### config.mk
export PLATFORM = sky130hd
export DESIGN_NAME = onchip_mem_arbiter_flat
export DESIGN_NICKNAME = d
export VERILOG_FILES = /design/src/rtl/onchip_mem_arbiter_if.sv /design/src/rtl/onchip_mem_arbiter.sv /design/src/flat_wrapper.sv
export SDC_FILE = /design/constraint.sdc
export NUM_CORES = 2
export LEC_CHECK = 0
export BUFFER_PORTS_ARGS = -buffer_cell sky130_fd_sc_hd__buf_2
export CORE_AREA = 2 2 657 659
export DETAILED_ROUTE_END_ITERATION = 8
export DIE_AREA = 0 0 659 661
export MAX_ROUTING_LAYER = met4
export RECOVER_POWER = 25
export SETUP_SLACK_MARGIN = 0.3
export SLEW_MARGIN = 20
export SYNTH_ARGS = -nofsm -noshare
export SYNTH_HDL_FRONTEND = slang
export SYNTH_SLANG_ARGS = --single-unit
### constraint.sdc
create_clock -name clk -period 3.4 [get_ports clk]
set_clock_uncertainty 0.15 [all_clocks]
set_input_delay 0.68 -clock clk [delete_from_list [all_inputs] [get_ports clk]]
set_output_delay 0.68 -clock clk [all_outputs]
set_load 0.03 [all_outputs]
### src/rtl/onchip_mem_arbiter_if.sv
// Requester-side command/read-return bundle for onchip_mem_arbiter.
// The requester is the master and the arbiter is the slave.
interface onchip_mem_arbiter_if #(
    parameter int ADDR_W = 13,
    parameter int DATA_W = 256
);
    localparam int BE_W = DATA_W / 8;

    logic              req;
    logic              wr;
    logic [ADDR_W-1:0] addr;
    logic [BE_W-1:0]   be;
    logic [DATA_W-1:0] wdata;
    logic              gnt;
    logic              rvalid;
    logic [DATA_W-1:0] rdata;

    modport master (output req, wr, addr, be, wdata, input gnt, rvalid, rdata);
    modport slave  (input req, wr, addr, be, wdata, output gnt, rvalid, rdata);
endinterface

### src/rtl/onchip_mem_arbiter.sv
// Round-robin arbiter sharing one on-chip memory port between two requesters.
// Read beats return in issue order and are routed back through an in-order tag FIFO.
module onchip_mem_arbiter #(
    parameter int ADDR_W          = 13,
    parameter int DATA_W          = 256,
    parameter int MAX_OUTSTANDING = 4
) (
    input  logic                clk,
    input  logic                rst_n,
    onchip_mem_arbiter_if.slave r0,
    onchip_mem_arbiter_if.slave r1,
    output logic                mem_chip_select,
    output logic                mem_clk_ena,
    output logic                mem_read,
    output logic                mem_write,
    output logic [ADDR_W-1:0]   mem_addr,
    output logic [DATA_W/8-1:0] mem_byte_enable,
    output logic [DATA_W-1:0]   mem_write_data,
    input  logic                mem_read_valid,
    input  logic [DATA_W-1:0]   mem_read_data,
    output logic                err_rvalid_orphan
);
    localparam int BE_W  = DATA_W / 8;
    localparam int CNT_W = $clog2(MAX_OUTSTANDING + 1);
    localparam int PTR_W = (MAX_OUTSTANDING > 1) ? $clog2(MAX_OUTSTANDING) : 1;
    localparam logic [CNT_W-1:0] MAX_CNT  = CNT_W'(MAX_OUTSTANDING);
    localparam logic [PTR_W-1:0] LAST_PTR = PTR_W'(MAX_OUTSTANDING - 1);

    logic              last_grant;
    logic [CNT_W-1:0]  outstanding;
    logic [PTR_W-1:0]  wr_ptr;
    logic [PTR_W-1:0]  rd_ptr;
    logic              tag_fifo [MAX_OUTSTANDING];

    logic              fifo_full;
    logic              fifo_empty;
    logic              elig0;
    logic              elig1;
    logic              gnt0;
    logic              gnt1;
    logic              any_gnt;
    logic              sel_wr;
    logic [ADDR_W-1:0] sel_addr;
    logic [BE_W-1:0]   sel_be;
    logic [DATA_W-1:0] sel_wdata;
    logic              push;
    logic              pop;
    logic              head_tag;

    function automatic logic [PTR_W-1:0] ptr_next(input logic [PTR_W-1:0] p);
        return (p == LAST_PTR) ? '0 : p + 1'b1;
    endfunction

    assign fifo_full  = (outstanding == MAX_CNT);
    assign fifo_empty = (outstanding == '0);

    // Writes never occupy a tag slot, so a full tag FIFO only blocks reads.
    assign elig0 = r0.req && (r0.wr || !fifo_full);
    assign elig1 = r1.req && (r1.wr || !fifo_full);

    // On a tie the port that did not win last time is granted.
    assign gnt0    = elig0 && (!elig1 || last_grant);
    assign gnt1    = elig1 && (!elig0 || !last_grant);
    assign any_gnt = gnt0 || gnt1;
    assign r0.gnt  = gnt0;
    assign r1.gnt  = gnt1;

    assign sel_wr    = gnt1 ? r1.wr    : r0.wr;
    assign sel_addr  = gnt1 ? r1.addr  : r0.addr;
    assign sel_be    = gnt1 ? r1.be    : r0.be;
    assign sel_wdata = gnt1 ? r1.wdata : r0.wdata;

    assign push     = any_gnt && !sel_wr;
    assign pop      = mem_read_valid && !fifo_empty;
    assign head_tag = tag_fifo[rd_ptr];

    assign mem_clk_ena = 1'b1;

    // NOTE: sequential state uses non-blocking assignments so every register
    // samples pre-edge values regardless of statement order.
    always_ff @(posedge clk) begin
        if (!rst_n) begin
            last_grant        <= 1'b1;
            outstanding       <= '0;
            wr_ptr            <= '0;
            rd_ptr            <= '0;
            mem_chip_select   <= 1'b0;
            mem_read          <= 1'b0;
            mem_write         <= 1'b0;
            mem_addr          <= '0;
            mem_byte_enable   <= '0;
            mem_write_data    <= '0;
            r0.rvalid         <= 1'b0;
            r0.rdata          <= '0;
            r1.rvalid         <= 1'b0;
            r1.rdata          <= '0;
            err_rvalid_orphan <= 1'b0;
        end else begin
            if (any_gnt) begin
                last_grant      <= gnt1;
                mem_addr        <= sel_addr;
                mem_byte_enable <= sel_be;
                mem_write_data  <= sel_wdata;
            end
            mem_chip_select <= any_gnt;
            mem_read        <= push;
            mem_write       <= any_gnt && sel_wr;

            if (push) wr_ptr <= ptr_next(wr_ptr);
            if (pop)  rd_ptr <= ptr_next(rd_ptr);
            if (push && !pop)      outstanding <= outstanding + 1'b1;
            else if (pop && !push) outstanding <= outstanding - 1'b1;

            r0.rvalid <= pop && !head_tag;
            r1.rvalid <= pop && head_tag;
            if (pop && !head_tag) r0.rdata <= mem_read_data;
            if (pop && head_tag)  r1.rdata <= mem_read_data;

            if (mem_read_valid && fifo_empty) err_rvalid_orphan <= 1'b1;
        end
    end

    // NOTE: tag storage is not reset; entries are only read between push and pop,
    // and the pointers/count are reset, so stale contents are never observed.
    always_ff @(posedge clk) begin
        if (push) tag_fifo[wr_ptr] <= gnt1;
    end
endmodule

### src/flat_wrapper.sv
// flat-port wrapper written by rule: the top's interface ports become plain ports
module onchip_mem_arbiter_flat 
#(
    parameter int ADDR_W          = 13,
    parameter int DATA_W          = 256,
    parameter int MAX_OUTSTANDING = 4
)
  (clk, rst_n, mem_chip_select, mem_clk_ena, mem_read, mem_write, mem_addr, mem_byte_enable, mem_write_data, mem_read_valid, mem_read_data, err_rvalid_orphan, r0_req, r0_wr, r0_addr, r0_be, r0_wdata, r0_gnt, r0_rvalid, r0_rdata, r1_req, r1_wr, r1_addr, r1_be, r1_wdata, r1_gnt, r1_rvalid, r1_rdata);
  onchip_mem_arbiter_if #(.ADDR_W(ADDR_W), .DATA_W(DATA_W)) r0_i ();
  onchip_mem_arbiter_if #(.ADDR_W(ADDR_W), .DATA_W(DATA_W)) r1_i ();
  input  logic clk;
  input  logic rst_n;
  output logic mem_chip_select;
  output logic mem_clk_ena;
  output logic mem_read;
  output logic mem_write;
  output logic [ADDR_W-1:0] mem_addr;
  output logic [DATA_W/8-1:0] mem_byte_enable;
  output logic [DATA_W-1:0] mem_write_data;
  input  logic mem_read_valid;
  input  logic [DATA_W-1:0] mem_read_data;
  output logic err_rvalid_orphan;
  input wire logic [$bits(r0_i.req)-1:0] r0_req;
  input wire logic [$bits(r0_i.wr)-1:0] r0_wr;
  input wire logic [$bits(r0_i.addr)-1:0] r0_addr;
  input wire logic [$bits(r0_i.be)-1:0] r0_be;
  input wire logic [$bits(r0_i.wdata)-1:0] r0_wdata;
  output wire logic [$bits(r0_i.gnt)-1:0] r0_gnt;
  output wire logic [$bits(r0_i.rvalid)-1:0] r0_rvalid;
  output wire logic [$bits(r0_i.rdata)-1:0] r0_rdata;
  input wire logic [$bits(r1_i.req)-1:0] r1_req;
  input wire logic [$bits(r1_i.wr)-1:0] r1_wr;
  input wire logic [$bits(r1_i.addr)-1:0] r1_addr;
  input wire logic [$bits(r1_i.be)-1:0] r1_be;
  input wire logic [$bits(r1_i.wdata)-1:0] r1_wdata;
  output wire logic [$bits(r1_i.gnt)-1:0] r1_gnt;
  output wire logic [$bits(r1_i.rvalid)-1:0] r1_rvalid;
  output wire logic [$bits(r1_i.rdata)-1:0] r1_rdata;
  assign r0_i.req = r0_req;
  assign r0_i.wr = r0_wr;
  assign r0_i.addr = r0_addr;
  assign r0_i.be = r0_be;
  assign r0_i.wdata = r0_wdata;
  assign r0_gnt = r0_i.gnt;
  assign r0_rvalid = r0_i.rvalid;
  assign r0_rdata = r0_i.rdata;
  assign r1_i.req = r1_req;
  assign r1_i.wr = r1_wr;
  assign r1_i.addr = r1_addr;
  assign r1_i.be = r1_be;
  assign r1_i.wdata = r1_wdata;
  assign r1_gnt = r1_i.gnt;
  assign r1_rvalid = r1_i.rvalid;
  assign r1_rdata = r1_i.rdata;
  onchip_mem_arbiter #(.ADDR_W(ADDR_W), .DATA_W(DATA_W), .MAX_OUTSTANDING(MAX_OUTSTANDING)) u_core (.clk(clk), .rst_n(rst_n), .r0(r0_i), .r1(r1_i), .mem_chip_select(mem_chip_select), .mem_clk_ena(mem_clk_ena), .mem_read(mem_read), .mem_write(mem_write), .mem_addr(mem_addr), .mem_byte_enable(mem_byte_enable), .mem_write_data(mem_write_data), .mem_read_valid(mem_read_valid), .mem_read_data(mem_read_data), .err_rvalid_orphan(err_rvalid_orphan));
endmodule
==> impl_metrics.py <==
metrics = {
    "grt": {
        "antenna_found_initial": 332,
        "grt_remaining_overflow": 0,
        "track_usage_pct": 15.8,
        "grt_pass1_vias": 36900,
        "grt_pass1_wl_mm": 427,
        "grt_max_degree": 197,
    },
    "worst_setup_path": {
        "path_class": "input port to flop",
        "worstSetupStartpointType": "input port",
        "rr_worst_depth": 8,
        "critPathMaxFanout": 56,
        "r2r_setup_slack_ns": 0.19,
        "crit_chain": "clkbuf_2 -> buf_12 -> buf_12 -> o21ai_1 -> a31oi_1 -> dlygate4sd3_1",
        "critPathSlowestCell": "clkbuf_2",
        "crit_buf_inv": 4,
        "worstPathArrival_ns": 3.88,
        "cp_top_family": "buffers and inverters",
        "max_stage_delay_ns": 1.47,
        "reg2reg_from": "u_core.outstanding[1]",
        "worstReg2RegEnd": "u_core.mem_write_data[158]",
        "crit_path_frequent_cell": "buf_12",
        "required_ns": 4.06,
        "setup.worst_path.end_class": "flop",
    },
    "clocking": {
        "clockBufferDepth": 4,
        "cts_buffers": 112,
        "cts_sinks": 833,
        "clock_latency_ns": 0.84,
        "clkSlewWorstSetupHoldPaths_ns": 0.06,
        "cts_root_buf": "clkbuf_16",
        "cts_tree": "yes",
        "htree_levels": 3,
    },
    "finish": {
        "drive_gt1_share_pct": 27.9,
        "synthToLayoutAreaGrowth_pct": 90.2,
        "multi_input_area_sq_um": 12200,
        "regArea_sq_um": 16700,
        "final_nets": 6979,
        "final_util_pct": 13.6,
        "nFillCells": 49600,
        "fin_cells": 12300,
    },
    "synth": {
        "yosysTopAreaCell": "dfxtp_1",
        "synth_compound_area_share_pct": 19.8,
        "synth_xor_area_share_pct": 0.0569,
        "synthAdderAreaFrac_pct": 0.309,
        "yosysMostFrequentCell": "nand2_1",
        "yosysTopAreaCellShare_pct": 53.9,
        "synth_cell_types": 38,
        "ys_top_cells_by_area": "dfxtp_1 (54%), o21ai_0 (13%), nand2_1 (10%)",
        "async_flop_share_pct": 0,
        "ys_top_cells_by_count": "nand2_1 (859), dfxtp_1 (829), o21ai_0 (817), nand3_1 (512), a31oi_1 (301)",
        "synthSimpleGateAreaFrac_pct": 19.4,
        "postSynthCellCount": 3750,
        "synth_mux_area_share_pct": 0.171,
        "ys_seq_elements": 833,
        "synth_top_family_by_area": "compound AO/OA/AOI/OAI gates",
        "synth-edff-count": 4,
        "syn_area_sq_um": 30800,
        "synth.yosys.seq_area_share_pct": 54.3,
        "synthesis.nets": 4622,
        "yosys_warnings": 0,
        "synth_flop_cell": "dfxtp_1",
        "avgSynthCellArea_sq_um": 8.21,
    },
    "timing": {
        "rsz0062_at_grt": "true",
        "fmax_mhz": 311,
        "tns_ns": 0,
        "post-route-period-util_pct": 94.6,
        "hold_ws_ns": 0.0810,
        "finalSetupViolCount": 0,
        "drv_slew": 32,
        "tightestPinTransition_ns": 2.21,
        "min_period_ns": 3.22,
        "hold_viol": 0,
        "relSlewSlack_pct": -47.3,
        "fin_ws_ns": 0.182,
    },
    "floorplan": {
        "core_area_sq_um": 429000,
        "dieArea_sq_um": 436000,
        "rows": 241,
        "io_pins": 1687,
        "start_util_pct": 7.17,
        "die_x_microns": 659,
        "die_h_microns": 661,
    },
    "status": {
        "violations": "antenna rules, capacitance limit, slew limit",
        "status": "complete, but fails checks",
    },
    "power_and_ir_drop": {
        "power_leakage_nw": 23.8,
        "vdd_drop_max_mv": 0.364,
        "power_density_nw_per_um2": 644,
    },
    "worst_hold_path": {
        "hold_depth": 3,
        "hold_path_class": "input port to flop",
        "hold_end": "u_core.mem_write_data[101]",
        "hp-start": "r1_wdata[101]",
    },
    "drt": {
        "post_drt_wl_per_cell_microns": 28.8,
        "drt-vias-per-instance": 3.35,
        "ant_nets": 1,
        "drc": 0,
        "drt_wl_total_mm": 354,
        "dr.pass1.iters": 6,
        "num_vias": 41100,
        "drtIter0Drc": 3879,
    },
    "job": {
        "drv_cap": 1,
    },
    "place": {
        "port_buffers": 1685,
        "globalplace.congestion": 1.14,
        "dp_cells": 10900,
        "place_ws_ns": 0.406,
        "dp_hpwl_mm": 304,
    },
}
## placed cells by master (no fill, tap or decap), types with 3 or more instances in the layout
cell type / instances
buf_12: 43
nor2_1: 9
and2_0: 4
clkbuf_1: 281
nand2_1: 859
buf_4: 48
dfxtp_4: 3
edfxtp_1: 4
a31oi_1: 301
clkbuf_8: 24
o21ai_2: 5
inv_6: 13
ha_1: 6
nand3_1: 512
clkbuf_16: 113
diode_2: 359
dfxtp_1: 826
buf_2: 1429
clkinvlp_4: 6
a21oi_1: 6
o21ai_1: 20
inv_8: 4
clkinv_4: 3
mux2i_1: 3
o21ai_0: 792
inv_1: 6
dlygate4sd3_1: 821
clkinv_2: 15
bufinv_16: 9
## metrics by stage
stage / power (mW) / instance area [sq um]
2_1_floorplan: 18.4 / 30800
3_3_place_gp: 23.9 / 45800
3_5_place_dp: 24.0 / 45800
4_1_cts: 38.3 / 57900
5_1_grt: 39.3 / 58400
6_report: 37.7 / 58500
## power by group
group          internal (mW)  total (mW)  switching, mW  leakage [nW]
Sequential              11.3        12.2          0.856          6.83
Clock                   7.31        12.6           5.32          1.87
Combinational           3.56        12.9           9.30          15.1
## layout make-up
class | count | share of cell area, %
clock buffer | 155 | 5.48
inverter | 8 | 0.0641
antenna | 359 | 1.53
multi-input combinational | 2542 | 20.9
sequential | 833 | 28.6
tap | 5710 | 12.2
clock inverter | 51 | 1.03
timing repair buffer | 2610 | 30.2
## tightest hold or removal path, delay by kind of cell
kind | cells | cell delay, ns
AO/OA/AOI/OAI | 1 | 0.10
buffers and inverters | 1 | 0.11
AND/OR/NAND/NOR | 1 | 0.13
## state kept, by name (all words and copies together), names as in the netlist, 2 cells and up, named ones only
signal                  cells
u_core.tag_fifo             4
u_core.outstanding          3
u_core.mem_write_data     256
u_core.wr_ptr               2
u_core.rd_ptr               2
u_core.r0.rdata           256
u_core.mem_byte_enable     32
u_core.r1.rdata           256
u_core.mem_addr            13
## timing repair
item | CTS | global route
hold buffers | 821 | 0
endpoints found under the setup margin | 2 | 184
resized for setup | 12 | 33
endpoints found under the hold margin | 729 | 0
pin swaps | 3 | 2
buffers inserted | 5 | 3
cloned | 0 | 1
## worst max path at each step
stage,startpoint,endpoint,slack [ns],cells past startpoint
after global routing,u_core.outstanding[1],u_core.mem_write_data[197],0.12,8
after CTS,u_core.outstanding[1],r0_gnt,0.24,3
final,rst_n,u_core.mem_write_data[149],0.18,6
after floorplan,r1_wr,r0_gnt,0.42,3
after global placement,r1_wr,u_core.mem_write_data[116],0.43,7
after detailed placement,r1_wr,u_core.mem_byte_enable[16],0.41,7
## routing by layer
| metal | up-vias | share of wire, % | track usage, % |
|---|---|---|---|
| met5 | - | 0 | - |
| met4 | 0 | 6.6 | 9.77 |
| met3 | 799 | 10 | 6.08 |
| met2 | 2583 | 49 | 26.6 |
| met1 | 19500 | 34 | 15.4 |
| li1 | 18200 | - | - |
## cells by family after synthesis
family          Yosys count
simple gates           1399
compound gates         1129
flops                   833
buf+inv                 375
fa+ha+maj                 7
mux                       4
xor+xnor                  2
other cells               1
Note: power is estimated with default switching activity, not from simulation.
